**config.mk**
```make
export PLATFORM = sky130hd
export DESIGN_NAME = fifo_rd_stream
export DESIGN_NICKNAME = d
export VERILOG_FILES = /design/src/rtl/fifo_rd_stream.sv
export SDC_FILE = /design/constraint.sdc
export NUM_CORES = 1
export LEC_CHECK = 0
export ABC_AREA = 1
export CORE_MARGIN = 3
export CORE_UTILIZATION = 35
export CTS_BUF_LIST = sky130_fd_sc_hd__clkbuf_16
export CTS_CLUSTER_DIAMETER = 30
export CTS_CLUSTER_SIZE = 40
export DETAILED_ROUTE_END_ITERATION = 8
export HOLD_SLACK_MARGIN = 0.05
export SLEW_MARGIN = 15
export SYNTH_ARGS = -nofsm -noshare
export SYNTH_HDL_FRONTEND = slang
export SYNTH_SLANG_ARGS = --single-unit
```
**constraint.sdc**
```tcl
create_clock -name rd_clk -period 4.7 [get_ports rd_clk]
set_clock_uncertainty 0.15 [all_clocks]
set_input_delay 0.94 -clock rd_clk [delete_from_list [all_inputs] [get_ports rd_clk]]
set_output_delay 0.94 -clock rd_clk [all_outputs]
set_load 0.01 [all_outputs]
```
**src/rtl/fifo_rd_stream.sv**
```systemverilog
// Read-side adapter: turns the async FIFO read port (1-cycle latency) into a valid/ready stream.
// Optional accepted-beat counter enabled by defining FRS_BEAT_CNT_EN.
module fifo_rd_stream #(
  parameter int unsigned DSIZE = 8,
  parameter int unsigned CNT_W = 16
) (
  input  logic             rd_clk,
  input  logic             rd_rst_n,
  input  logic             fifo_empty,
  input  logic [DSIZE-1:0] fifo_rd_data,
  output logic             fifo_rd_en,
  input  logic             flush,
  output logic             m_valid,
  output logic [DSIZE-1:0] m_data,
  input  logic             m_ready,
  output logic [CNT_W-1:0] beat_cnt
);

  localparam int unsigned DEPTH = 3;
  localparam int unsigned PTR_W = 2;
  localparam int unsigned OCC_W = 3;

  logic [DSIZE-1:0] mem_q [DEPTH];
  logic [DSIZE-1:0] mem_d [DEPTH];
  logic [PTR_W-1:0] head_q, head_d;
  logic [PTR_W-1:0] tail_q, tail_d;
  logic [PTR_W-1:0] count_q, count_d;
  logic             pend_q, pend_d;
  logic             m_valid_q, m_valid_d;
  logic [DSIZE-1:0] m_data_q, m_data_d;
  logic             capture;
  logic             pop;

  function automatic logic [PTR_W-1:0] ptr_inc(input logic [PTR_W-1:0] p);
    return (p == PTR_W'(DEPTH - 1)) ? '0 : p + 1'b1;
  endfunction

  // Issue only when a slot is guaranteed for the returning word; independent of m_ready.
  assign fifo_rd_en = rd_rst_n && !fifo_empty && !flush &&
                      ((OCC_W'(count_q) + OCC_W'(pend_q)) < OCC_W'(DEPTH));

  assign capture = pend_q && !flush;
  assign pop     = m_valid_q && m_ready;

  always_comb begin
    for (int i = 0; i < DEPTH; i++) mem_d[i] = mem_q[i];
    head_d  = head_q;
    tail_d  = tail_q;
    count_d = count_q;
    pend_d  = fifo_rd_en;
    if (flush) begin
      head_d  = '0;
      tail_d  = '0;
      count_d = '0;
      pend_d  = 1'b0;
    end else begin
      if (capture) begin
        mem_d[tail_q] = fifo_rd_data;
        tail_d        = ptr_inc(tail_q);
      end
      if (pop) head_d = ptr_inc(head_q);
      count_d = count_q + PTR_W'(capture) - PTR_W'(pop);
    end
    // Output view of the next state, so m_valid/m_data come straight from flops.
    m_valid_d = (count_d != '0);
    m_data_d  = mem_d[head_d];
  end

  always_ff @(posedge rd_clk) begin
    for (int i = 0; i < DEPTH; i++) mem_q[i] <= mem_d[i];
  end

  always_ff @(posedge rd_clk) begin
    if (!rd_rst_n) begin
      head_q    <= '0;
      tail_q    <= '0;
      count_q   <= '0;
      pend_q    <= 1'b0;
      m_valid_q <= 1'b0;
      m_data_q  <= '0;
    end else begin
      head_q    <= head_d;
      tail_q    <= tail_d;
      count_q   <= count_d;
      pend_q    <= pend_d;
      m_valid_q <= m_valid_d;
      m_data_q  <= m_data_d;
    end
  end

  assign m_valid = m_valid_q;
  assign m_data  = m_data_q;

`ifdef FRS_BEAT_CNT_EN
  logic [CNT_W-1:0] beat_cnt_q, beat_cnt_d;

  // Survives flush; only reset clears it.
  always_comb beat_cnt_d = beat_cnt_q + CNT_W'(pop);

  always_ff @(posedge rd_clk) begin
    if (!rd_rst_n) beat_cnt_q <= '0;
    else           beat_cnt_q <= beat_cnt_d;
  end

  assign beat_cnt = beat_cnt_q;
`else
  assign beat_cnt = '0;
`endif

endmodule
```
==> results.rst <==
.. list-table::
   :header-rows: 1

   * - Metric
     - Value
   * - Total CTS buffers
     - 5
   * - Measured slew at the worst slew-check pin
     - 0.717 ns
   * - Layout Cell Area excl Fill
     - 2200 um2
   * - Post-layout net count
     - 296
   * - CP max FO
     - 7
   * - Drt drc
     - 0
   * - Avg Vias per Cell
     - 4.26
   * - Setup WS pre-CTS
     - 1.00 ns
   * - CP cell instances
     - clkdlybuf4s50_1, inv_1, nand2_1, a2111oi_0, clkdlybuf4s50_1
   * - Cell Area, Placed
     - 2060 um2
   * - I/O pin count
     - 39
   * - Ratio of final minimum period to clock period
     - 0.785
   * - Relative slew margins
     - 0.522
   * - Level count of the clock H-tree
     - 2
   * - Leakage
     - 0.00114 uW
   * - TritonCTS clock tree
     - built
   * - Proportion of synthesized chip area in sequential cells
     - 0.432
   * - Unrepaired setup endpoints after global routing
     - false
   * - Clock latency on the worst-skew pair
     - 0.28 ns
   * - Vert. Die Dim
     - 78.8 um
   * - Post-synthesis instance area
     - 1860 um2
   * - Fraction of layout cells with a size suffix above 1
     - 0.0536
   * - Routability congestion estimate from global placement
     - 0.793
   * - Final hold violations
     - 0
   * - Vias after detailed routing
     - 1479
   * - Worst-case vdd ir drop
     - 0.147 mV
   * - Max incr delay on CP
     - 0.61 ns
   * - Slack of the critical path
     - 1.01 ns
   * - Final setup violation count
     - 0
   * - Kind of cell adding the most delay to the critical path
     - buffers and inverters
   * - Starting density of the core
     - 0.378
   * - Core Area
     - 4910 um2
   * - Vias in the first global route
     - 1367
   * - Number of violations of the max-capacitance limit
     - 0
   * - Maximum number of pins on one net before global-route repair
     - 21
   * - Signal arrival time at the worst endpoint
     - 2.60 ns
   * - Number of standard cells after synthesis
     - 254
   * - Average footprint of a synthesized cell
     - 7.31 um2
   * - Clock-pin transition on the worst setup and hold timing paths
     - 0.05 ns
   * - IO buf count
     - 22
   * - Root Buffer
     - sky130_fd_sc_hd__clkbuf_16
   * - Most frequent standard cell in the layout excluding fill and tap cells
     - sky130_fd_sc_hd__nand2_1
   * - CP required
     - 3.61 ns
   * - Clk sink count
     - 40
   * - Std cell rows
     - 25
   * - Placed instance count
     - 339
   * - CP startpoint kind
     - primary input
   * - Per-cell routed wire length
     - 10.3 um
   * - Utilization after layout
     - 0.448
   * - Kind of critical path
     - in2out
   * - Number of gates resized after cts
     - 0
   * - Number of buffers inserted for hold repair after clock tree synthesis
     - 0
   * - Setup Buffers After CTS
     - 0
   * - Critical Path Sink Type
     - output port
   * - Buffer and inverter count on the worst path
     - 3
   * - Type of the worst min-delay path
     - reg2reg
   * - Post-route non-filler standard cell count
     - 347
   * - Die Outline Area
     - 6210 um2
   * - Overall overflow remaining after global route
     - 0
   * - Width of the die
     - 78.8 um
   * - Relative area change from synthesis to final layout
     - 18.5%
   * - Total count of max-transition violations in the final report
     - 0
   * - All-layer global routing usage
     - 0.129
   * - Clock tree buffer depth
     - 2
   * - Count of inserted antenna diode cells
     - 0
   * - Count of state elements after synthesis
     - 40
   * - Dominant cell type by count on the critical path
     - sky130_fd_sc_hd__clkdlybuf4s50_1
   * - Number of unique standard cell types used by synthesis
     - 22
   * - DP Wirelength
     - 2440 um
   * - Final sum of negative setup slack
     - 0 ns
   * - Total length of routed wires
     - 3580 um
   * - Power density over the cells
     - 359 nW/um2
   * - Wire length of the first global-routing pass
     - 6320 um
   * - Starting DRT DRC Count
     - 84
   * - Remaining antenna violation count
     - 0
   * - Initial antenna violation count
     - 0
   * - First-pass DRT Iterations
     - 4
   * - Commonest cells after routing, fill and taps aside
     - sky130_fd_sc_hd__nand2_1 (74), sky130_fd_sc_hd__inv_1 (52), sky130_fd_sc_hd__dfxtp_1 (40)
   * - Warnings, synthesis
     - 0
   * - Maximum achievable frequency
     - 271 MHz
   * - Final critical delay including setup and external delays
     - 3.69 ns
   * - Highest-delay cell along the critical path
     - sky130_fd_sc_hd__clkdlybuf4s50_1
   * - Result of the run
     - complete, no violations
[sequential cells by signal (all words and copies together) (netlist names)]
signal	flops
mem_q	24
m_valid	1
pend_q	1
m_data	8
tail_q	2
count_q	2
head_q	2
[synthesized netlist by cell type]
master                      count  area [um2]
sky130_fd_sc_hd__nand2_1       74         278
sky130_fd_sc_hd__nand3_1       26         130
sky130_fd_sc_hd__inv_2          1        3.75
sky130_fd_sc_hd__a2111oi_0      2        17.5
sky130_fd_sc_hd__buf_4         17         128
sky130_fd_sc_hd__inv_1         50         188
sky130_fd_sc_hd__nor2_4         3        33.8
sky130_fd_sc_hd__nor2_1         5        18.8
sky130_fd_sc_hd__o21ai_0        6        30.0
sky130_fd_sc_hd__clkinv_1       2        7.51
sky130_fd_sc_hd__clkbuf_8       1        13.8
sky130_fd_sc_hd__a21oi_1       13        65.1
sky130_fd_sc_hd__dfxtp_1       40         801
sky130_fd_sc_hd__nand3_4        1        17.5
sky130_fd_sc_hd__nand2_2        2        12.5
sky130_fd_sc_hd__o21ai_2        2        17.5
sky130_fd_sc_hd__xor2_1         1        8.76
sky130_fd_sc_hd__conb_1         1        3.75
sky130_fd_sc_hd__ha_1           4        50.1
sky130_fd_sc_hd__nand2_4        1        11.3
sky130_fd_sc_hd__xnor2_1        1        8.76
sky130_fd_sc_hd__buf_6          1        11.3
[per-layer routing]
layer | wire length, um | part of all wire | global-route usage
met2 | 1600 | 0.45 | 0.206
met4 | 48 | 0.013 | 0.0412
met5 | 0 | 0 | 0
met1 | 1730 | 0.48 | 0.169
met3 | 192 | 0.054 | 0.0351
[power breakdown]
group	switching, uW	leakage, uW	total [uW]	internal (uW)
clock network	126	0.0000738	317	191
registers	6.03	0.000329	371	365
logic	55.8	0.000741	102	46.3
[cell families after synthesis]
| family | count (synthesis) | share of synthesized area |
|---|---|---|
| AOI/OAI and AO/OA | 23 | 0.0701 |
| xor gates and xnor gates | 2 | 0.00944 |
| adders and majority gates | 4 | 0.0270 |
| buffers and inverters | 72 | 0.189 |
| DFF | 40 | 0.432 |
| other | 1 | 0.00202 |
| and+or+nand+nor | 112 | 0.270 |
[final cells by class]
class / count / area [um2]
clock buffer: 5 / 125
clock inverter: 3 / 11.3
fill: 514 / 2710
inverter: 53 / 199
multi-input combinational: 157 / 759
sequential: 40 / 801
tap: 67 / 83.8
timing repair buffer: 22 / 220
[per-stage QoR]
step | total power (uW) | hold slack [ns]
after floorplan | 451 | 0.272
final | 790 | 0.296
after detailed placement | 482 | 0.283
after global routing | 835 | 0.310
after global placement | 480 | 0.281
after CTS | 800 | 0.298
[final timing paths]
path	start	end	slack, ns	cells after the start
setup / recovery	flush	fifo_rd_en	1.01	5
hold / removal	mem_q[0][22]	mem_q[0][22]	0.30	2
setup reg to reg	pend_q	m_valid	2.65	8
hold reg to reg	mem_q[0][22]	mem_q[0][22]	0.30	2
[worst reg2reg max path, cell delays in order, from the launching register on]
cell                      delay, ns
sky130_fd_sc_hd__dfxtp_1       0.33
sky130_fd_sc_hd__inv_1         0.06
sky130_fd_sc_hd__nor2_4        0.42
sky130_fd_sc_hd__inv_1         0.16
sky130_fd_sc_hd__ha_1          0.31
sky130_fd_sc_hd__inv_1         0.04
sky130_fd_sc_hd__ha_1          0.17
sky130_fd_sc_hd__xor2_1        0.20
sky130_fd_sc_hd__a21oi_1       0.09
Note: power is estimated with default switching activity, not from simulation.
